### config.mk
export PLATFORM = sky130hd
export DESIGN_NAME = wishbone_burst_master
export DESIGN_NICKNAME = d
export VERILOG_FILES = /design/src/rtl/wb_pkg.sv /design/src/rtl/wb_timeout.sv /design/src/rtl/wishbone_burst_master.sv
export SDC_FILE = /design/constraint.sdc
export NUM_CORES = 1
export LEC_CHECK = 0
export ABC_AREA = 1
export CORE_MARGIN = 4
export CORE_UTILIZATION = 48
export DETAILED_ROUTE_END_ITERATION = 7
export PLACE_DENSITY = 0.95
export RECOVER_POWER = 100
export SLEW_MARGIN = 30
export SYNTH_ARGS = -nofsm -noshare
export SYNTH_HDL_FRONTEND = slang
export SYNTH_SLANG_ARGS = --single-unit
### constraint.sdc
create_clock -name clk_i -period 5.4 [get_ports clk_i]
set_clock_uncertainty 0.2 [all_clocks]
set_input_delay 1.08 -clock clk_i [delete_from_list [all_inputs] [get_ports clk_i]]
set_output_delay 1.08 -clock clk_i [all_outputs]
set_load 0.01 [all_outputs]
### src/rtl/wb_pkg.sv
// Shared types for the Wishbone burst master: FSM encoding,
// completion status codes and a constant clog2 helper.
package wb_pkg;

  typedef enum logic [1:0] {
    ST_IDLE = 2'd0,
    ST_WDAT = 2'd1,
    ST_REQ  = 2'd2,
    ST_DONE = 2'd3
  } wb_state_e;

  localparam logic [1:0] STS_OK  = 2'b00;
  localparam logic [1:0] STS_ERR = 2'b01;
  localparam logic [1:0] STS_TMO = 2'b10;
  localparam logic [1:0] STS_RTY = 2'b11;

  function automatic int clog2(input int v);
    int r;
    r = 0;
    while ((1 << r) < v) r++;
    return r;
  endfunction

endpackage

### src/rtl/wb_timeout.sv
// Stall counter: hit_o fires on the TIMEOUT-th consecutive
// cycle with en_i high; any gap in en_i clears the count.
module wb_timeout
  import wb_pkg::*;
#(
  parameter int TIMEOUT = 255
) (
  input  logic clk_i,
  input  logic rst_n_i,
  input  logic en_i,
  output logic hit_o
);

  localparam int CW =
    (clog2(TIMEOUT + 1) > 0) ? clog2(TIMEOUT + 1) : 1;

  logic [CW-1:0] cnt_q, cnt_d;

  always_comb begin
    cnt_d = en_i ? cnt_q + 1'b1 : '0;
  end

  assign hit_o = en_i && (int'(cnt_q) == TIMEOUT - 1);

  always_ff @(posedge clk_i or negedge rst_n_i) begin
    if (!rst_n_i) cnt_q <= '0;
    else          cnt_q <= cnt_d;
  end

endmodule

### src/rtl/wishbone_burst_master.sv
// Wishbone classic burst master with per-beat retry and error abort.
// Stall timeout is built only with WB_BURST_MASTER_TIMEOUT_EN defined.
module wishbone_burst_master
  import wb_pkg::*;
#(
  parameter int AW        = 32,
  parameter int DW        = 32,
  parameter int MAX_BURST = 16,
  parameter int RETRY_MAX = 3,
  parameter int TIMEOUT   = 255
) (
  input  logic                          clk_i,
  input  logic                          rst_n_i,
  input  logic                          cmd_valid_i,
  output logic                          cmd_ready_o,
  input  logic                          cmd_we_i,
  input  logic [AW-1:0]                 cmd_adr_i,
  input  logic [DW/8-1:0]               cmd_sel_i,
  input  logic [clog2(MAX_BURST)-1:0]   cmd_len_i,
  input  logic                          wdat_valid_i,
  output logic                          wdat_ready_o,
  input  logic [DW-1:0]                 wdat_i,
  output logic                          rdat_valid_o,
  output logic [DW-1:0]                 rdat_o,
  output logic                          done_o,
  output logic [1:0]                    sts_o,
  output logic [AW-1:0]                 adr_o,
  output logic [DW-1:0]                 dat_o,
  input  logic [DW-1:0]                 dat_i,
  output logic                          we_o,
  output logic                          stb_o,
  output logic                          cyc_o,
  output logic [DW/8-1:0]               sel_o,
  input  logic                          ack_i,
  input  logic                          err_i,
  input  logic                          rty_i
);

  localparam int LW = clog2(MAX_BURST);
  localparam int SW = DW / 8;
  localparam int RW =
    (clog2(RETRY_MAX + 1) > 0) ? clog2(RETRY_MAX + 1) : 1;

  wb_state_e     state_q, state_d;
  logic [AW-1:0] adr_q, adr_d;
  logic [DW-1:0] dat_q, dat_d;
  logic [DW-1:0] rdat_q, rdat_d;
  logic [SW-1:0] sel_q, sel_d;
  logic [LW-1:0] left_q, left_d;
  logic [RW-1:0] rty_q, rty_d;
  logic [1:0]    sts_q, sts_d;
  logic          we_q, we_d;
  logic          cyc_q, cyc_d;
  logic          stb_q, stb_d;
  logic          rdy_q, rdy_d;
  logic          wrdy_q, wrdy_d;
  logic          rval_q, rval_d;
  logic          done_q, done_d;
  logic          fin;
  logic [1:0]    fin_sts;
  logic          tmo_hit;

`ifdef WB_BURST_MASTER_TIMEOUT_EN
  logic tmo_en;

  assign tmo_en = (state_q == ST_REQ) && stb_q
               && !(ack_i || err_i || rty_i);

  wb_timeout #(
    .TIMEOUT (TIMEOUT)
  ) u_tmo (
    .clk_i   (clk_i),
    .rst_n_i (rst_n_i),
    .en_i    (tmo_en),
    .hit_o   (tmo_hit)
  );
`else
  logic unused_tmo;

  assign unused_tmo = ^TIMEOUT;
  assign tmo_hit    = 1'b0;
`endif

  always_comb begin
    state_d = state_q;
    adr_d   = adr_q;
    dat_d   = dat_q;
    rdat_d  = rdat_q;
    sel_d   = sel_q;
    left_d  = left_q;
    rty_d   = rty_q;
    sts_d   = sts_q;
    we_d    = we_q;
    cyc_d   = cyc_q;
    stb_d   = stb_q;
    rdy_d   = rdy_q;
    wrdy_d  = wrdy_q;
    rval_d  = 1'b0;
    done_d  = 1'b0;
    fin     = 1'b0;
    fin_sts = STS_OK;
    unique case (state_q)
      ST_IDLE: begin
        rdy_d = 1'b1;
        if (cmd_valid_i && rdy_q) begin
          adr_d  = cmd_adr_i;
          sel_d  = cmd_sel_i;
          we_d   = cmd_we_i;
          left_d = cmd_len_i;
          rty_d  = '0;
          cyc_d  = 1'b1;
          rdy_d  = 1'b0;
          if (cmd_we_i) begin
            state_d = ST_WDAT;
            wrdy_d  = 1'b1;
          end else begin
            state_d = ST_REQ;
            stb_d   = 1'b1;
          end
        end
      end
      ST_WDAT: begin
        if (wdat_valid_i && wrdy_q) begin
          dat_d   = wdat_i;
          wrdy_d  = 1'b0;
          stb_d   = 1'b1;
          state_d = ST_REQ;
        end
      end
      ST_REQ: begin
        // stb_q low here means the one-cycle gap after a retry
        if (!stb_q) begin
          stb_d = 1'b1;
        end else if (err_i) begin
          fin     = 1'b1;
          fin_sts = STS_ERR;
        end else if (rty_i) begin
          if (int'(rty_q) >= RETRY_MAX) begin
            fin     = 1'b1;
            fin_sts = STS_RTY;
          end else begin
            rty_d = rty_q + 1'b1;
            stb_d = 1'b0;
          end
        end else if (ack_i) begin
          rty_d = '0;
          adr_d = adr_q + AW'(SW);
          if (!we_q) begin
            rdat_d = dat_i;
            rval_d = 1'b1;
          end
          if (left_q == '0) begin
            fin = 1'b1;
          end else begin
            left_d = left_q - 1'b1;
            if (we_q) begin
              stb_d   = 1'b0;
              wrdy_d  = 1'b1;
              state_d = ST_WDAT;
            end
          end
        end else if (tmo_hit) begin
          fin     = 1'b1;
          fin_sts = STS_TMO;
        end
      end
      ST_DONE: begin
        state_d = ST_IDLE;
        rdy_d   = 1'b1;
      end
    endcase
    if (fin) begin
      state_d = ST_DONE;
      cyc_d   = 1'b0;
      stb_d   = 1'b0;
      wrdy_d  = 1'b0;
      done_d  = 1'b1;
      sts_d   = fin_sts;
    end
  end

  always_ff @(posedge clk_i or negedge rst_n_i) begin
    if (!rst_n_i) begin
      state_q <= ST_IDLE;
      adr_q   <= '0;
      dat_q   <= '0;
      rdat_q  <= '0;
      sel_q   <= '0;
      left_q  <= '0;
      rty_q   <= '0;
      sts_q   <= STS_OK;
      we_q    <= 1'b0;
      cyc_q   <= 1'b0;
      stb_q   <= 1'b0;
      rdy_q   <= 1'b0;
      wrdy_q  <= 1'b0;
      rval_q  <= 1'b0;
      done_q  <= 1'b0;
    end else begin
      state_q <= state_d;
      adr_q   <= adr_d;
      dat_q   <= dat_d;
      rdat_q  <= rdat_d;
      sel_q   <= sel_d;
      left_q  <= left_d;
      rty_q   <= rty_d;
      sts_q   <= sts_d;
      we_q    <= we_d;
      cyc_q   <= cyc_d;
      stb_q   <= stb_d;
      rdy_q   <= rdy_d;
      wrdy_q  <= wrdy_d;
      rval_q  <= rval_d;
      done_q  <= done_d;
    end
  end

  assign cmd_ready_o  = rdy_q;
  assign wdat_ready_o = wrdy_q;
  assign rdat_valid_o = rval_q;
  assign rdat_o       = rdat_q;
  assign done_o       = done_q;
  assign sts_o        = sts_q;
  assign adr_o        = adr_q;
  assign dat_o        = dat_q;
  assign we_o         = we_q;
  assign stb_o        = stb_q;
  assign cyc_o        = cyc_q;
  assign sel_o        = sel_q;

endmodule

# Yosys cells after proc, flatten, opt, wreduce, memory -nomap -nowiden
# Index checks and enable logic that the tools add are counted.
# classes
addsub,3
magnitude_cmp,1
n_eq_ne,21
mux,76
bitwise_logic,3
n_reduce_logical,19
# ops
op,count
32-bit two-way mux,5
32-bit one-hot mux with 2 select lines,1
2-bit two-way mux,21
1-bit two-way mux,37
"3-bit != test, second input constant",12
"32-bit by 3-bit adder with 32-bit output, second input constant",1
4-bit two-way mux,6
6-bit AND reduction,3
"2-bit != test, second input constant",6
10-bit AND reduction,1
2-bit one-hot mux with 4 select lines,1
4-bit one-hot mux with 2 select lines,1
8-bit AND reduction,1
2-bit nonzero test,4
7-bit AND reduction,1
1-bit one-hot mux with 3 select lines,2
2-bit AND reduction,3
"2-bit == test, second input constant",2
4-bit zero test,1
2-bit one-hot mux with 2 select lines,1
4-bit AND reduction,1
4-bit nonzero test,1
"4-bit by 1-bit subtractor with 4-bit output, second input constant",1
1-bit inverter,3
other kinds (6),7
# totals
reg_bits,117
in_bits,112
word_cells,138

# Longest topological paths before layout
# Gate-level depths: netlist of the first run.
# depth
depth_word,9
depth_mapped,11
depth_no_buf,11

# Worst setup path after synthesis of the first run
# OpenSTA, ideal clock, no wires.
# synth_path
path_kind,input-to-reg
start,in cmd_valid_i
end,"reg adr_q[19], in the netlist adr_o[19]"
setup_time_ps,118
arrival_time_ps,1960
setup_slack_ps,3122
cell_stages,9
path_cell_list,nand2_1 -> inv_1 -> nand2_1 -> nand2_2 -> nand2_4 -> inv_4 -> buf_12 -> a21oi_2 -> nor2_1
# synth_between
elab_chain_cells,3
# synth_lines
element,line,text
from (decl),wishbone_burst_master.sv:14,"input logic cmd_valid_i,"
1-bit logical AND,wishbone_burst_master.sv:105,if (cmd_valid_i && rdy_q) begin
2-bit != test (no source line),--,
6-bit AND reduction (no source line),--,
to (signal assigned),wishbone_burst_master.sv:201,adr_q <= adr_d;
to (decl),wishbone_burst_master.sv:45,"logic [AW-1:0] adr_q, adr_d;"
# Every way passes these cells.
# A chain may end at the register's enable or synchronous reset.

# Worst setup path in the final report of the first run
# layout_path
start,in ack_i
end,"reg rdat_q[13], in the netlist rdat_o[13]"
# layout_between
elab_chain_cells,1
# layout_lines
element,line,text
from (decl),wishbone_burst_master.sv:34,"input logic ack_i,"
6-bit AND reduction (no source line),--,
to (signal assigned),wishbone_burst_master.sv:203,rdat_q <= rdat_d;
to (decl),wishbone_burst_master.sv:47,"logic [DW-1:0] rdat_q, rdat_d;"
# Every way passes these cells.

==> results of run 1 <==
metal layers:
metal	vias to the layer above	part of all wire [%]	global-route usage [%]
met4	0	3.1	12.3
li1	2788	-	-
met5	-	0	0
met2	307	49	45.0
met3	50	11	9.99
met1	2677	37	29.0
registers in the layout, indices dropped and copies added, names as in the netlist:
register and flops:
state_q 2, stb_o 1, we_o 1, left_q 4
rdat_valid_o 1, cmd_ready_o 1, rdat_o 32, wdat_ready_o 1
dat_o 32, sts_o 2, sel_o 4, cyc_o 1
done_o 1, rty_q 2, adr_o 32
logic make-up after synthesis:
family | count (synthesis) | synth area share (%)
AND/OR/NAND/NOR | 437 | 29.6
flip-flops | 117 | 49.0
AO/OA/AOI/OAI | 67 | 7.26
buffers and inverters | 62 | 5.13
multiplexers | 37 | 6.97
adder cells (fa/ha/maj) | 7 | 1.47
XOR/XNOR | 4 | 0.586
worst paths after layout:
| path | endpoint | depth (start not counted) | slack [ns] | start |
|---|---|---|---|---|
| hold reg to reg | rdat_o[18] | 2 | 0.28 | rdat_o[18] |
| hold / removal | rdat_o[18] | 2 | 0.28 | rdat_o[18] |
| setup / recovery | rdat_o[13] | 8 | 1.41 | ack_i |
| setup reg to reg | rdat_o[13] | 10 | 1.62 | state_q[0] |
| min in group asynchronous | left_q[3] | 1 | 0.51 | rst_n_i |
| max in group asynchronous | rty_q[1] | 2 | 2.15 | rst_n_i |
critical path: stages:
cell,delay (ns)
dlygate4sd3_1,0.59
inv_1,0.09
nor3_1,0.04
nand2_1,0.08
clkbuf_1,0.97
inv_1,0.84
nand2_1,0.26
nand2_1,0.10
cells in the mapped netlist, types with 7 or more instances:
library cell  count
nand3b_1         12
mux2_2           37
buf_2            11
inv_1            36
nand3_1          32
a21oi_2           8
dfrtp_1         117
o21ai_0          26
nor2_1           98
a21oi_1          13
nand2_1         278
ha_1              7
layout by cell type, fill, tap and decap left out, drive strengths merged:
master	n
nand2	284
dfrtp	117
dlygate4sd3	112
clkdlybuf4s50	107
nor2	102
inv	40
mux2	37
o21ai	35
nand3	32
clkbuf	26
a21oi	21
nand3b	12
ha	7
clkinv	4
clkinvlp	4
nor3	3
nand4	3
xor2	3
o22ai	3
o211ai	2
a22oi	2
buf	2
diode	1
o21bai	1
xnor2	1
o31ai	1
a211oi	1
a32o	1
or2	1
bufinv	1
layout make-up:
type	instances	area share (%)
tap	168	2.40
clock inverter	9	0.915
timing repair buffer	224	25.4
sequential	117	33.4
antenna	1	0.0286
multi-input combinational	552	30.8
clock buffer	23	5.23
inverter	40	1.74
power by group:
part           internal [mW]  leakage [nW]  switching (mW)
logic                 0.0852          2.58          0.0497
registers              0.885          1.55         0.00443
clock network          0.640         0.253           0.395
==> metrics.md, run 1 <==
| Metric | Value |
|---|---|
| Post-route ant nets | 0 |
| Critical path data required time | 5.48 ns |
| Max-cap violation count | 2 |
| Area Overhead vs Synth | 46.5% |
| Global-route wire length before repair | 29,700 µm |
| Fmax | 251 MHz |
| Std-Cell Rows | 40 |
| TritonCTS Sinks | 117 |
| # H-tree levels | 4 |
| DR iter-0 viols | 534 |
| Clock Latency Late Sink | 0.41 ns |
| Clk slew on worst S/H paths | 0.05 ns |
| Yosys cell types | 36 |
| Power, Total | 2.06 mW |
| Post-CTS sizing | 0 |
| Post-synthesis area per instance | 8.18 µm² |
| Dominant cells by area after synthesis | dfrtp_1, nand2_1, mux2_2 |
| Fill cells | 875 |
| Post-route cell area | 8750 µm² |
| RSZ-0062 raised after global routing | false |
| Pin count of the biggest net entering global routing | 79 |
| Root buf cell | clkbuf_16 |
| Die H | 120 µm |
| Die area | 14,300 µm² |
| Hold Path Class | flop to flop |
| Yosys top cell by area | dfrtp_1 |
| Vias/cell | 5.13 |
| Final GP Congestion | 0.932 |
| Fin crit period | 3.99 ns |
| Setup WS pre-CTS | 2.16 ns |
| Yosys reg bits | 117 |
| Share of cells above drive strength 1 | 8.39% |
| Vias in the first global route | 5,992 |
| Worst vdd ir | 182 µV |
| Synth top area share | 49.0% |
| Seq/Total Area, Yosys | 49.0% |
| Status | finished with violations |
| Setup TNS | 0 ns |
| Least-Margin Pin Slew | 2.03 ns |
| Final Core Density | 72.3% |
| Reg area | 2930 µm² |
| Slew HR | -35.4% |
| Crit share post-route | 73.8% |
| Overall routed net length | 18,400 µm |
| Multi-input logic area | 2700 µm² |
| Slew Limit Fails | 74 |
| EDFF count, synth | 0 |
| DP HPWL | 13,300 µm |
| Final hold vios | 0 |
| Grt ovf | 0 |
| Total Routing Usage GR | 26.3% |
| Starting Density | 49.3% |
| Yosys warns | 0 |
| Failing checks | capacitance limit, slew limit |
| CTS tree | yes |
| Dpl cell area | 8270 µm² |
| Core area | 12,100 µm² |
| DRC | 0 |
| Top-level port count | 221 |
| Critical Path Start Type | input port |
| Critical Path AT | 4.07 ns |
| Setup Fix Bufs, Post-CTS | 0 |
| CP max FO | 33 |
| Count of input and output buffers | 220 |
| Setup violations, final | 0 |
| Detailed-route via count | 5,822 |
| Die X | 120 µm |
| Initial antenna violation count | 1 |
| Setup crit end kind | flop |
| Hold WS | 0.280 ns |
| # hold bufs at CTS | 0 |
| Layout Nets | 1,071 |
| Ys flop type | dfrtp_1 |
| Pwr/cell area | 235 nW/µm² |
| Synthesized area | 5980 µm² |
| Cell Count, Final, Fillers Out | 1,134 |
| Fin worst setup slack | 1.41 ns |
| Drt pass-1 iters | 6 |
| Gate count of the mapped netlist | 731 |
| Clk buf depth | 2 |
| Synthesized Nets | 850 |
| Leak Pwr | 4.38 nW |
| Async SR Flop Fraction | 100% |
| Crit path kind | input port to flop |
| DR WL/cell | 16.3 µm |
| Num CTS Buffers | 17 |
| Placed cell count | 1,101 |
Power figures use the tool's default switching activity.
==> run 2, diff against run 1 <==
--- a/config.mk
+++ b/config.mk
@@ -7,9 +7,9 @@
 export LEC_CHECK = 0
 export ABC_AREA = 1
 export CORE_MARGIN = 4
-export CORE_UTILIZATION = 48
+export CORE_UTILIZATION = 41
 export DETAILED_ROUTE_END_ITERATION = 7
-export PLACE_DENSITY = 0.95
+export PLACE_DENSITY = 0.88
 export RECOVER_POWER = 100
 export SLEW_MARGIN = 30
 export SYNTH_ARGS = -nofsm -noshare
==> constraint.sdc (replaced) <==
create_clock -name clk_i -period 3.34 [get_ports clk_i]
set_clock_uncertainty 0.2 [all_clocks]
set_input_delay 0.668 -clock clk_i [delete_from_list [all_inputs] [get_ports clk_i]]
set_output_delay 0.668 -clock clk_i [all_outputs]
set_load 0.01 [all_outputs]
==> run 2 against run 1 <==
Utilization decreased by 9.8 points. Final cell count grew 1.1%. Routed wire length fell by 2.1%. Global-route usage fell by 4.2 points. The flow now finishes without violations. Sequential cell count did not move. Final area is 0.54% higher. Clock-buffer cell count down 2. Non-clock buffer count increased by 2. Critical path depth is 2 higher. First-iteration DRC count down 15%.
==> metrics.md, run 2 (synthesis gave the netlist of run 1 again) <==
| Metric | Value |
|---|---|
| Global-route wire length before repair | 28,800 µm (-2.9%) |
| Crit path kind | flop to flop |
| Setup Fix Bufs, Post-CTS | 0 (unchanged) |
| Worst r2r src | state_q[0] |
| Pwr/cell area | 381 nW/µm² (+62%) |
| Fill cells | 1,162 (+33%) |
| Share of cells above drive strength 1 | 9.10% (+0.71 points) |
| Vias/cell | 5.10 (-0.76%) |
| Status | finished clean |
| Die X | 129 µm (+7.7%) |
| Clk buf depth | 2 (unchanged) |
| Placed cell count | 1,115 (+1.3%) |
| Layout Nets | 1,073 (+0.19%) |
| Cell Count, Final, Fillers Out | 1,147 (+1.1%) |
| Count of input and output buffers | 220 (unchanged) |
| DR iter-0 viols | 454 (-15%) |
| Vias in the first global route | 5,810 (-3.0%) |
| Post-route cell area | 8800 µm² (+0.54%) |
| CTS tree | yes |
| Clk slew on worst S/H paths | 0.06 ns (about the same) |
| Die H | 129 µm (+7.7%) |
| Post-route ant nets | 0 (unchanged) |
| Hold WS | 0.269 ns (-0.0102 ns) |
| WP buf/inv | 3 (-1) |
| Initial antenna violation count | 0 (-1) |
| Commonest non-fill, non-tap cell in the layout | nand2_1 |
| Fin crit period | 2.58 ns |
| Grt ovf | 0 (unchanged) |
| # hold bufs at CTS | 0 (unchanged) |
| Setup WS pre-CTS | 0.752 ns (-1.41 ns) |
| # H-tree levels | 4 (unchanged) |
| Fmax | 387 MHz |
| Power, Total | 3.36 mW (+63%) |
| CP max FO | 35 (+6.1%) |
| Critical path data required time | 3.43 ns (-2.05 ns) |
| TritonCTS Sinks | 117 (unchanged) |
| Area Overhead vs Synth | 47.2% |
| Fin worst setup slack | 0.758 ns (-0.655 ns) |
| Critical Path Start Type | flop |
| Num CTS Buffers | 17 (unchanged) |
| Slowest stage cell on the critical path | dfrtp_1 |
| Detailed-route via count | 5,844 (+0.38%) |
| DP HPWL | 13,400 µm (+0.75%) |
| Crit share post-route | 77.3% |
| Drt pass-1 iters | 5 (-1) |
| Pin count of the biggest net entering global routing | 56 (-29%) |
| Final Core Density | 62.4% (-9.8 points) |
| RSZ-0062 raised after global routing | false |
| Slew Limit Fails | 0 (-100%) |
| Clock Latency Late Sink | 0.41 ns (about the same) |
| Core area | 14,100 µm² (+16%) |
| Starting Density | 42.4% (-6.9 points) |
| Std-Cell Rows | 43 (+7.5%) |
| Worst vdd ir | 309 µV (+70%) |
| CP max stage delay | 0.40 ns (-0.57 ns) |
| Max-cap violation count | 0 (-2) |
| Die area | 16,600 µm² (+16%) |
| Hold Startpoint | rdat_o[20] |
| Family with the most delay on the worst path | buffers and inverters |
| WHS Endpoint | rdat_o[20] |
| Commonest cells after routing, fill and taps aside | nand2_1, dfrtp_1, dlygate4sd3_1 |
| Total Routing Usage GR | 22.1% (-4.2 points) |
| Final hold vios | 0 (unchanged) |
| WHS Path Cells | 2 (unchanged) |
| Reg2Reg Capture Point | adr_o[18] |
| Critical Path AT | 2.67 ns (-1.40 ns) |
| DR WL/cell | 15.7 µm (-3.2%) |
| Worst-path cell chain | inv_1 -> ha_2 -> inv_1 -> a21oi_1 -> nor2_1 -> nand2_4 -> buf_4 -> nor2_1 -> nand2_1 -> o21ai_0 |
| Setup violations, final | 0 (unchanged) |
| Final GP Congestion | 0.941 (+0.97%) |
| Top-level port count | 221 (unchanged) |
| Overall routed net length | 18,100 µm (-2.1%) |
| Root buf cell | clkbuf_16 |
| Dpl cell area | 8310 µm² (+0.51%) |
| Least-Margin Pin Slew | 1.42 ns (-0.608 ns) |
| DRC | 0 (unchanged) |
| Setup crit end kind | flop |
| Hold Path Class | flop to flop |
| Antenna cells | 0 (-1) |
| Setup TNS | 0 ns (unchanged) |
| Slew HR | 5.05% (+41 points) |
| Leak Pwr | 4.39 nW (+0.32%) |
| R2R depth | 10 (unchanged) |
| Post-CTS sizing | 0 (unchanged) |
| Flop-to-flop setup slack | 0.76 ns (-0.86 ns) |
-- run 2: changes by cell type in the layout (fill, tap and decap cells not counted), moves of 2 or more --
| cell | delta |
|---|---|
| clkinv_4 | +5 |
| clkbuf_1 | -3 |
| buf_4 | +2 |
| clkbuf_2 | +2 |
| clkdlybuf4s50_1 | +2 |
| clkinv_2 | -2 |
| dlygate4sd3_1 | -2 |
| mux2_1 | -2 |
| mux2_2 | +2 |
-- run 2: worst max path at each step --
stage / start / end / slack, ns / cells past startpoint
floorplan: cmd_valid_i / adr_o[19] / 1.47 / 9
finish: state_q[0] / adr_o[18] / 0.76 / 10
global route: rst_n_i / left_q[2] / 0.52 / 2
global placement: cmd_valid_i / adr_o[17] / 0.80 / 10
detailed placement: cmd_valid_i / adr_o[18] / 0.75 / 10
CTS: adr_o[4] / adr_o[4] / 0.90 / 1
-- run 2: layer usage --
metal  routed length [µm]  global-route usage (%)
met1                 6700                    25.5
met4                  564                    9.70
met3                 2110                    9.13
met2                 8690                    36.2
met5                    0                       0
-- run 2: tightest hold or removal path, cell delays in order (launching register included) --
cell,delay [ns]
dfrtp_1,0.34
nand2_1,0.05
nand2_1,0.05
-- run 2: area by class of cell --
type / instances / area, µm² / area share (%)
sequential: 117 / 2930 / 33.3
multi-input combinational: 552 / 2700 / 30.7
timing repair buffer: 226 / 2250 / 25.5
clock buffer: 21 / 440 / 5.00
tap: 180 / 225 / 2.56
inverter: 40 / 153 / 1.73
clock inverter: 11 / 106 / 1.21
-- run 2: report_power, final --
group	internal [mW]	switching (mW)
clock network	1.02	0.678
registers	1.43	0.00671
logic	0.140	0.0787
total	2.59	0.764
